`src/rtl/ipsmacge_ifrgmiirx.sv`:
```
// RGMII receive framer: decodes DDR nibbles, strips preamble/SFD, delivers frame bytes
// with sof/eof/err/len framing and tracks false carrier and in-band link status.
module ipsmacge_ifrgmiirx (
   input  logic        rxclk,
   input  logic        rxrst_,
   input  logic [3:0]  idat_h,
   input  logic [3:0]  idat_l,
   input  logic        ictl_h,
   input  logic        ictl_l,
   output logic [7:0]  odat,
   output logic        ovld,
   output logic        osof,
   output logic        oeof,
   output logic        oerr,
   output logic [13:0] olen,
   output logic        ofalse,
   output logic        opreerr,
   output logic        olink,
   output logic [1:0]  ospeed,
   output logic        oduplex
);

   typedef enum logic [1:0] {S_IDLE, S_PREAM, S_DATA, S_DROP} state_t;

   state_t      state, state_nxt;
   logic [7:0]  rx_byte;
   logic        dv, er, is_pre, is_sfd;
   logic [7:0]  held;
   logic        held_vld, sof_pend, err_flag;
   logic [13:0] cnt, cnt_inc;
   logic        vld_nxt, sof_nxt, eof_nxt, err_nxt, false_nxt, preerr_nxt;
   logic        enter_data, status_upd;

   assign rx_byte = {idat_l, idat_h};
   assign dv      = ictl_h;
   assign er      = ictl_h ^ ictl_l;
   assign is_pre  = (rx_byte == 8'h55);
   assign is_sfd  = (rx_byte == 8'hD5);
   assign cnt_inc = (cnt == 14'h3FFF) ? cnt : cnt + 14'd1;

   always_ff @(posedge rxclk or negedge rxrst_) begin
      if (!rxrst_) state <= S_IDLE;
      else         state <= state_nxt;
   end

   always_comb begin
      state_nxt = state;
      case (state)
         S_IDLE:  if (dv) state_nxt = is_pre ? S_PREAM : S_DROP;
         S_PREAM: begin
            if (!dv)         state_nxt = S_IDLE;
            else if (is_sfd) state_nxt = S_DATA;
            else if (!is_pre) state_nxt = S_DROP;
         end
         S_DATA:  if (!dv) state_nxt = S_IDLE;
         S_DROP:  if (!dv) state_nxt = S_IDLE;
         default: state_nxt = S_IDLE;
      endcase
   end

   // The held byte is always released one edge after capture: by the next data byte or by dv falling.
   always_comb begin
      vld_nxt    = (state == S_DATA) && held_vld;
      eof_nxt    = vld_nxt && !dv;
      sof_nxt    = vld_nxt && sof_pend;
      err_nxt    = eof_nxt && (err_flag || er);
      enter_data = (state == S_PREAM) && dv && is_sfd;
      false_nxt  = ((state == S_IDLE) || (state == S_PREAM)) && !dv && er && (rx_byte == 8'h0E);
      preerr_nxt = dv && (((state == S_IDLE) && !is_pre) ||
                          ((state == S_PREAM) && !is_pre && !is_sfd));
      status_upd = !dv && !er && (idat_h == idat_l);
   end

   always_ff @(posedge rxclk or negedge rxrst_) begin
      if (!rxrst_) begin
         held     <= 8'h00;
         held_vld <= 1'b0;
         sof_pend <= 1'b0;
         err_flag <= 1'b0;
         cnt      <= 14'd0;
      end else begin
         held_vld <= (state == S_DATA) && dv;
         if ((state == S_DATA) && dv) held <= rx_byte;
         if (enter_data)   sof_pend <= 1'b1;
         else if (vld_nxt) sof_pend <= 1'b0;
         if (enter_data)                    err_flag <= 1'b0;
         else if ((state == S_DATA) && er)  err_flag <= 1'b1;
         if (enter_data)   cnt <= 14'd0;
         else if (vld_nxt) cnt <= cnt_inc;
      end
   end

   always_ff @(posedge rxclk or negedge rxrst_) begin
      if (!rxrst_) begin
         odat    <= 8'h00;
         ovld    <= 1'b0;
         osof    <= 1'b0;
         oeof    <= 1'b0;
         oerr    <= 1'b0;
         olen    <= 14'd0;
         ofalse  <= 1'b0;
         opreerr <= 1'b0;
         olink   <= 1'b0;
         ospeed  <= 2'b00;
         oduplex <= 1'b0;
      end else begin
         ovld    <= vld_nxt;
         osof    <= sof_nxt;
         oeof    <= eof_nxt;
         oerr    <= err_nxt;
         ofalse  <= false_nxt;
         opreerr <= preerr_nxt;
         if (vld_nxt) odat <= held;
         if (eof_nxt) olen <= cnt_inc;
         if (status_upd) begin
            olink   <= rx_byte[0];
            ospeed  <= rx_byte[2:1];
            oduplex <= rx_byte[3];
         end
      end
   end

endmodule

```
`config.mk`:
```
export PLATFORM = sky130hd
export DESIGN_NAME = ipsmacge_ifrgmiirx
export DESIGN_NICKNAME = d
export VERILOG_FILES = /design/src/rtl/ipsmacge_ifrgmiirx.sv
export SDC_FILE = /design/constraint.sdc
export NUM_CORES = 1
export LEC_CHECK = 0
export BUFFER_PORTS_ARGS = -buffer_cell sky130_fd_sc_hd__buf_4
export CAP_MARGIN = 0
export CELL_PAD_IN_SITES_DETAIL_PLACEMENT = 1
export CELL_PAD_IN_SITES_GLOBAL_PLACEMENT = 1
export CORE_UTILIZATION = 45
export DETAILED_ROUTE_END_ITERATION = 8
export PLACE_DENSITY = 0.89
export SLEW_MARGIN = 20
export SYNTH_ARGS = -nofsm -noshare
export SYNTH_HDL_FRONTEND = slang
export SYNTH_SLANG_ARGS = --single-unit
```
`constraint.sdc`:
```
create_clock -name rxclk -period 3.6 [get_ports rxclk]
set_input_delay 0.36 -clock rxclk [delete_from_list [all_inputs] [get_ports rxclk]]
set_output_delay 0.36 -clock rxclk [all_outputs]
set_load 0.01 [all_outputs]
```
## After elaboration in Yosys (flattened, before gate mapping)

Cells that the tools add are included.

| cells by class | value |
|---|---|
| $add $sub $neg | 1 |
| reduce and logical (&&, ||, !) cells | 29 |
| divide/modulo/power cells | 0 |
| order comparisons | 0 |
| shift-type cells | 0 |
| bitwise logic cells | 1 |
| equal/unequal tests | 11 |
| multiplexer cells | 14 |
| multipliers | 0 |

Operators by type and width:

| operator | count |
|---|---|
| $mux W14 | 3 |
| $logic_and A1 B1 Y1 | 17 |
| $add A14 B1 Y14 const B | 1 |
| $eq A14 B14 Y1 const B | 1 |
| $mux W2 | 6 |
| $eq A8 B4 Y1 const B | 1 |
| $eq A8 B7 Y1 const B | 1 |
| $eq A8 B8 Y1 const B | 1 |
| $pmux W2 S3 | 1 |
| $eq A2 B2 Y1 const B | 2 |
| $eq A4 B4 Y1 | 1 |
| $logic_not A1 Y1 | 4 |
| $mux W1 | 4 |
| $ne A2 B2 Y1 const B | 2 |
| $ne A4 B4 Y1 const B | 1 |
| $reduce_bool A2 Y1 | 2 |
| $logic_or A1 B1 Y1 | 3 |
| $reduce_and A3 Y1 | 1 |
| $eq A2 B1 Y1 const B | 1 |
| $logic_not A2 Y1 | 1 |
| $reduce_or A2 Y1 | 1 |
| $xor A1 B1 Y1 | 1 |

| storage, ports and cells | value |
|---|---|
| RAM bits | 0 |
| output and inout port bits | 32 |
| bits of input ports | 12 |
| bits in read-only memories | 0 |
| word-level logic and storage cells | 73 |
| latch bits | 0 |
| memories kept | 0 |
| flip-flop bits (word level) | 59 |

## Logic depth before layout (Yosys ltp)

Gate-level depths: netlist of run 1.

| logic depth | value |
|---|---|
| word-level depth | 6 |
| mapped depth | 7 |
| mapped depth without buffers | 7 |

## Least setup slack after synthesis of run 1

No wires, ideal clock.

| timing | value |
|---|---|
| kind | reg2reg |
| start point | register cnt[0] |
| end point | register cnt[3] |
| clock period less this slack | 1.611 ns |
| data arrival time | 1.493 ns |
| buffers on the path | 0 |
| required time | 3.482 ns |
| path slack | 1.989 ns |
| cell stages (with the launch flop) | 7 |
| library setup time | 0.118 ns |
| cell sequence | dfrtp_1 ha_1 and4_2 nand4_4 nor2b_4 nor3b_1 a21o_1 |

| on the way | value |
|---|---|
| word-level cells in the longest chain between the ends | 4 |
| elaborated cells between the ends (all ways) | 5 |
| classes of those cells | 1 x add/sub; 1 x eq/ne; 3 x mux |

Ends and longest elaborated chain:

| item | line | text |
|---|---|---|
| start: declaration | 30 | `logic [13:0] cnt, cnt_inc;` |
| start signal: assignment | 89 | `else if (vld_nxt) cnt <= cnt_inc;` |
| $add A14 B1 Y14 or $eq A14 B14 Y1 (tied branches) | 39 | `assign cnt_inc = (cnt == 14'h3FFF) ? cnt : cnt + 14'd1;` |
| $mux W14 (*) | 39 |  |
| $mux W14 (*) | 89 |  |
| $mux W14 (*) | 88 | `if (enter_data) cnt <= 14'd0;` |

Every way passes the cells marked *; elsewhere a longest branch is shown, timed or not. The select of a mux whose other input is x is not followed.
A chain may end at the register's enable or synchronous reset.

## Worst setup path after layout of run 1

| timing | value |
|---|---|
| start point | register state[1] |
| end point | register cnt[9] |

| on the way | value |
|---|---|
| word-level cells in the longest chain between the ends | 4 |
| elaborated cells between the ends (all ways) | 7 |
| classes of those cells | 2 x eq/ne; 1 x mux; 4 x reduce/logical |

Ends and longest elaborated chain:

| item | line | text |
|---|---|---|
| start: declaration | 25 | `state_t state, state_nxt;` |
| start signal: assignment | 43 | `else state <= state_nxt;` |
| $eq A2 B1 Y1 | 67 | `enter_data = (state == S_PREAM) && dv && is_sfd;` |
| $logic_and A1 B1 Y1 (2 in series) | 67 |  |
| $mux W14 or $reduce_bool A2 Y1 (tied branches) | n/a |  |

Several ways; a longest one is shown, not always the timed one.

==> results of run 1 <==
==> layout make-up <==
cell class | instances | area share [%]
flip-flops and latches | 59 | 43.82
repair buffers | 44 | 9.803
clock buffers | 12 | 4.902
multi-input cells | 192 | 36.50
clock inverters | 4 | 1.411
inverters | 7 | 0.7798
well taps | 75 | 2.785
==> report_power, final <==
part	total, mW	switching (mW)	internal, mW
logic	0.502	0.259	0.243
registers	0.951	0.139	0.812
clock network	0.650	0.276	0.374
==> final timing paths <==
check	start	endpoint	slack [ns]	cells after the start
max in group asynchronous	rxrst_	cnt[5]$_DFFE_PN0P_	3.03	1
min	rxrst_	opreerr$_DFF_PN0_	0.07	1
min reg2reg	held[4]$_DFFE_PN0P_	odat[4]$_DFFE_PN0P_	0.47	2
min in group rxclk	ictl_h	ofalse$_DFF_PN0_	0.20	2
max reg2reg	state[1]$_DFFE_PN0P_	cnt[9]$_DFFE_PN0P_	1.12	7
max	state[1]$_DFFE_PN0P_	cnt[9]$_DFFE_PN0P_	1.12	7
==> metrics by stage <==
| stage | instances | hold WS [ns] | util [%] | power (mW) |
|---|---|---|---|---|
| floorplan | 269 | 0.06441 | - | 1.211 |
| global placement | 377 | 0.4435 | 52.69 | 1.425 |
| detailed placement | 377 | 0.4575 | 52.69 | 1.457 |
| CTS | 393 | 0.09931 | 56.24 | 2.114 |
| global route | 393 | 0.1404 | 56.24 | 2.198 |
| finish | 393 | 0.07251 | 56.24 | 2.103 |
==> state kept, by name, indices dropped and copies added (netlist names), 2 cells and up <==
name    count
cnt        14
olen       14
held        8
odat        8
ospeed      2
state       2
==> cells in the final DEF (no fill, tap or decap), types with 4 or more instances in the layout <==
| master | count |
|---|---|
| mux2_2 | 12 |
| and3_2 | 4 |
| a31oi_1 | 5 |
| nand3_1 | 11 |
| clkbuf_8 | 12 |
| o21ai_0 | 19 |
| a21oi_1 | 9 |
| dfrtp_1 | 59 |
| inv_1 | 6 |
| nand2_1 | 56 |
| nor2_1 | 12 |
| xnor2_1 | 4 |
| buf_4 | 44 |
| xor2_1 | 6 |
| mux2i_1 | 4 |
==> metal layers <==
layer | GRT usage (%) | vias to the layer above
met2 | 40.00 | 62
met3 | 6.517 | 17
met5 | 0 | -
met1 | 32.40 | 1123
li1 | - | 1028
met4 | 9.821 | 0
==> cell families after synthesis <==
| family | share of synthesized area [%] |
|---|---|
| compound gates | 9.804 |
| mux | 6.211 |
| fa+ha+maj | 0.8872 |
| simple gates | 23.60 |
| xor+xnor | 3.105 |
| flops | 52.35 |
| buf+inv | 4.037 |
==> flow_metrics.py, run 1 <==
metrics = {
    "status": {
        "status": "finished, final reports clean",
    },
    "yosys": {
        "ys_seq_area_share_pct": 52.35,
        "synth-seq-cells": 59,
        "synthDistinctLibCells": 54,
        "synth_most_common_cell": "dfrtp_1",
        "syn_area_sq_um": 2820,
        "ys_top_cells_by_count": "dfrtp_1, nand2_1, o21ai_0",
        "async_reset_ff_share_pct": 100.0,
        "synthTopCellsByArea": "dfrtp_1, nand2_1, mux2_2",
        "synth_top_area_cell": "dfrtp_1",
        "syn_inst": 269,
        "synth_edf_count": 0,
        "synth-main-ff-cell": "dfrtp_1",
        "syn_area_per_cell_sq_um": 10.48,
        "synth_warnings": 0,
        "syn_nets": 283,
        "synth.top_cell.area_share_pct": 52.35,
    },
    "power_and_ir_drop": {
        "p_leak_nw": 1.650,
        "vdd_drop_max_v": 0.0003805,
        "p_per_area_nw_per_um2": 624.0,
    },
    "final_layout": {
        "fillers": 665,
        "antenna_cells": 0,
        "final_layout_size_suffix_gt1_share_pct": 28.30,
        "syn_to_final_growth_pct": 19.48,
        "final_net_count": 327,
        "final_area_sq_um": 3369,
        "regArea_sq_um": 1476,
        "multi_input_area_sq_um": 1230,
    },
    "worst_setup_path": {
        "critical_path.top_delay_family": "simple AND/OR/NAND/NOR gates",
        "path_cells": "nor2b_2, nand2_1, clkinv_1, buf_4, nor2_1, o21ai_0, o31ai_1",
        "cp_num_buf_inv": 2,
        "critPathKind": "flip-flop to flip-flop",
        "cp.required_ns": 3.84,
        "critPathLaunchType": "flip-flop",
        "critPathCaptureType": "flip-flop",
        "slowest_delay_ns": 0.59,
        "crit_fanout": 24,
        "arrival_ns": 2.72,
        "cp_slowest_cell": "nand2_1",
    },
    "route": {
        "vias": 2230,
        "wl_met1_microns": 3204,
        "topRoutingLayerUsed": "met4",
        "avgRoutedWirePerCell_microns": 18.94,
        "dr.first_iter.drc_count": 202,
        "wl_microns": 7443,
        "drc": 0,
        "drt_pass1_iterations": 4,
        "vias_per_cell": 5.674,
        "dr_wl_met2_microns": 3776,
        "wl_met3_microns": 277,
        "ant_nets": 0,
    },
    "die": {
        "die_w_microns": 81.17,
        "io_pins": 44,
        "dieArea_sq_um": 6588,
        "die_y_microns": 81.17,
        "rows": 28,
        "initial_core_util_pct": 47.08,
        "core_sq_um": 5991,
    },
    "cts": {
        "postCtsSetupRepairBufs": 0,
        "clock-sinks": 59,
        "root_buffer": "clkbuf_8",
        "clk_latency_ns": 0.35,
        "clk_path_buf_depth": 2,
        "post_cts.resized_instances": 0,
        "cts_inserted_buffers": 9,
        "clk_pin_slew_worst_paths_ns": 0.07,
        "cts_tree": "done",
        "h-tree-depth": 3,
        "cts_hold_buf": 0,
    },
    "sta": {
        "rsz0062_at_grt": "false",
        "fin_crit_ns": 2.482,
        "hold_viol": 0,
        "drv_slew": 0,
        "setup_slack_ns": 1.118,
        "fin_worst_skew_ns": 0.01002,
        "finalSetupViolations": 0,
        "worst_pin_slew_ns": 0.7945,
        "post-route-period-util_pct": 68.95,
        "clock.fmax_mhz": 402.9,
        "fin_tns_setup_ns": 0,
        "relSlewSlack_pct": 46.91,
    },
    "grt": {
        "antenna_found_initial": 0,
        "grt-ovfl-total": 0,
        "grt_use_total_pct": 25.04,
        "grt_pass1_wl_microns": 11980,
        "grt_pass1_vias": 2308,
        "grt_max_degree": 60,
    },
    "worst_hold_path": {
        "hold_path.class": "input port to asynchronous set/reset pin",
    },
    "placed_design": {
        "port-buffer-count": 43,
        "dpl_cell_area_sq_um": 3157,
        "gp_congestion": 0.7723,
        "hpwlAfterDp_microns": 4861,
        "place_ws_ns": 1.235,
    },
    "job": {
        "cap_violations": 0,
    },
}
No activity file was read; power rests on OpenSTA's default activity.
==> run 2, diff against run 1 <==
--- a/config.mk
+++ b/config.mk
@@ -9,9 +9,9 @@
 export CAP_MARGIN = 0
 export CELL_PAD_IN_SITES_DETAIL_PLACEMENT = 1
 export CELL_PAD_IN_SITES_GLOBAL_PLACEMENT = 1
-export CORE_UTILIZATION = 45
+export CORE_UTILIZATION = 40
 export DETAILED_ROUTE_END_ITERATION = 8
-export PLACE_DENSITY = 0.89
+export PLACE_DENSITY = 0.84
 export SLEW_MARGIN = 20
 export SYNTH_ARGS = -nofsm -noshare
 export SYNTH_HDL_FRONTEND = slang
==> constraint.sdc (replaced) <==
create_clock -name rxclk -period 2 [get_ports rxclk]
set_input_delay 0.2 -clock rxclk [delete_from_list [all_inputs] [get_ports rxclk]]
set_output_delay 0.2 -clock rxclk [all_outputs]
set_load 0.01 [all_outputs]
==> run 2 against run 1 <==
Non-clock buffer count grew 4. Sequential power grew 78%. Sequential share of layout area shrank 0.66 points. Combinational power grew 77%. Die area grew 12%. Sequential cell count is the same. Cell area grew 1.5%. Register-to-register slack lost 0.97 ns. Worst hold slack lost 0.037 ns. Maximum frequency grew 34%. Clock skew is essentially flat. Largest power group unchanged.
==> flow_metrics.py, run 2 (synthesis results as in run 1) <==
metrics = {
    "route": {
        "drc": 0,
        "wl_microns": 6412,
        "drt_pass1_iterations": 4,
        "vias": 2160,
        "vias_per_cell": 5.167,
        "ant_nets": 0,
        "dr.first_iter.drc_count": 105,
        "avgRoutedWirePerCell_microns": 15.34,
    },
    "sta": {
        "rsz0062_at_grt": "false",
        "fin_tns_setup_ns": 0,
        "relSlewSlack_pct": 50.44,
        "fin_worst_skew_ns": 0.009557,
        "finalSetupViolations": 0,
        "drv_slew": 0,
        "clock.fmax_mhz": 538.5,
        "fin_crit_ns": 1.857,
        "worst_pin_slew_ns": 0.7434,
        "hold_viol": 0,
        "post-route-period-util_pct": 92.85,
        "setup_slack_ns": 0.1429,
    },
    "worst_setup_path": {
        "cp_slowest_cell": "dfrtp_1",
        "r2r_setup_slack_ns": 0.14,
        "critPathCaptureType": "flip-flop",
        "critPathLaunchType": "flip-flop",
        "critPathKind": "flip-flop to flip-flop",
        "path_cells": "ha_2, and4_2, nand4_4, nor2b_4, nor3b_1, a21o_1",
        "cp.depth": 6,
        "cp_num_buf_inv": 0,
        "slowest_delay_ns": 0.44,
        "critical_path.top_delay_family": "simple AND/OR/NAND/NOR gates",
        "crit_fanout": 16,
        "arrival_ns": 2.09,
        "worstRegToRegCells": 6,
        "cp.required_ns": 2.23,
    },
    "final_layout": {
        "syn_to_final_growth_pct": 21.30,
        "final_common_cell": "dfrtp_1",
        "final_layout_size_suffix_gt1_share_pct": 29.19,
        "final_cells": 418,
        "mostFrequentLayoutCells": "dfrtp_1, nand2_1, buf_4, o21ai_0",
        "antenna_cells": 0,
        "fillers": 762,
        "final_area_sq_um": 3421,
        "final_net_count": 331,
        "top_regs": "cnt x14, olen x14",
    },
    "placed_design": {
        "hpwlAfterDp_microns": 4586,
        "gp_congestion": 0.7631,
        "place_ws_ns": 0.1244,
        "dpl_cell_area_sq_um": 3206,
        "port-buffer-count": 43,
        "dp.cells": 401,
    },
    "die": {
        "io_pins": 44,
        "dieArea_sq_um": 7390,
        "die_y_microns": 85.97,
        "core_sq_um": 6794,
        "initial_core_util_pct": 41.51,
        "die_w_microns": 85.97,
        "rows": 30,
    },
    "grt": {
        "grt_use_total_pct": 19.38,
        "grt_pass1_vias": 2250,
        "grt_max_degree": 60,
        "grt-ovfl-total": 0,
        "grt_pass1_wl_microns": 11020,
        "antenna_found_initial": 0,
    },
    "worst_hold_path": {
        "hold_depth": 2,
        "hold_path.class": "input port to flip-flop",
    },
    "status": {
        "status": "finished, final reports clean",
    },
    "cts": {
        "clk_latency_ns": 0.34,
        "root_buffer": "clkbuf_8",
        "clk_pin_slew_worst_paths_ns": 0.07,
        "clock-sinks": 59,
        "cts_tree": "done",
        "cts_inserted_buffers": 9,
        "h-tree-depth": 3,
        "postCtsSetupRepairBufs": 0,
        "clk_path_buf_depth": 2,
    },
    "power_and_ir_drop": {
        "p_per_area_nw_per_um2": 1072,
        "finalPower_mw": 3.666,
        "p_leak_nw": 1.650,
        "vdd_drop_max_v": 0.0005884,
    },
    "job": {
        "cap_violations": 0,
    },
}
## run 2: cell types whose count changed in the layout (fill, tap and decap cells not counted), sizes merged
| cell | before | now |
|---|---|---|
| dlygate4sd3 | 0 | 1 |
| buf | 44 | 47 |
| clkbuf | 12 | 9 |
| clkinv | 3 | 4 |
| clkinvlp | 1 | 3 |
## run 2: power by group
part           switching [mW]  total [mW]  leakage [nW]  internal [mW]
logic                   0.443       0.888         0.823          0.445
clock network           0.512        1.09        0.0916          0.580
registers               0.226        1.69         0.734           1.46
## run 2: stage by stage
| step | util [%] | hold WS, ns |
|---|---|---|
| 4_1_cts | 50.31 | 0.01951 |
| 6_report | 50.35 | 0.03587 |
| 5_1_grt | 50.35 | 0.03101 |
| 3_3_place_gp | 47.18 | 0.3139 |
| 2_1_floorplan | - | -0.09559 |
| 3_5_place_dp | 47.18 | 0.3240 |
## run 2: area by class of cell
class | instances | area [sq um] | area share (%)
sequential | 59 | 1476 | 43.16
multi-input combinational | 192 | 1232 | 36.03
timing repair buffer | 48 | 362.8 | 10.61
clock buffer | 9 | 123.9 | 3.621
tap | 96 | 120.1 | 3.511
clock inverter | 7 | 78.83 | 2.304
inverter | 7 | 26.28 | 0.7681
## run 2: worst paths after layout
path,start,to
max,cnt[0]$_DFFE_PN0P_,cnt[3]$_DFFE_PN0P_
min,ictl_h,ofalse$_DFF_PN0_
max reg2reg,cnt[0]$_DFFE_PN0P_,cnt[3]$_DFFE_PN0P_
min reg2reg,held[5]$_DFFE_PN0P_,odat[5]$_DFFE_PN0P_
max in group asynchronous,rxrst_,opreerr$_DFF_PN0_
min in group asynchronous,rxrst_,cnt[11]$_DFFE_PN0P_
## run 2: what timing repair did
action / in CTS / in global routing
gates resized for setup: 0 / 1
endpoints found under the setup margin: 0 / 3
hold endpoints to repair: 59 / 0
hold buffers: 1 / 0
## run 2: worst reg2reg max path: cells and delay by family, from the launching register on
family / cells / cell delay (ns)
simple gates: 4 / 0.89
flops: 1 / 0.44
fa+ha+maj: 1 / 0.27
compound gates: 1 / 0.15
## run 2: per-layer routing
| layer | routed length, microns | vias to the layer above | global-route usage [%] |
|---|---|---|---|
| met3 | 253 | 9 | 5.101 |
| met5 | 0 | - | 0 |
| li1 | - | 1036 | - |
| met1 | 2777 | 1070 | 23.43 |
| met2 | 3307 | 45 | 33.19 |
| met4 | 73 | 0 | 7.121 |
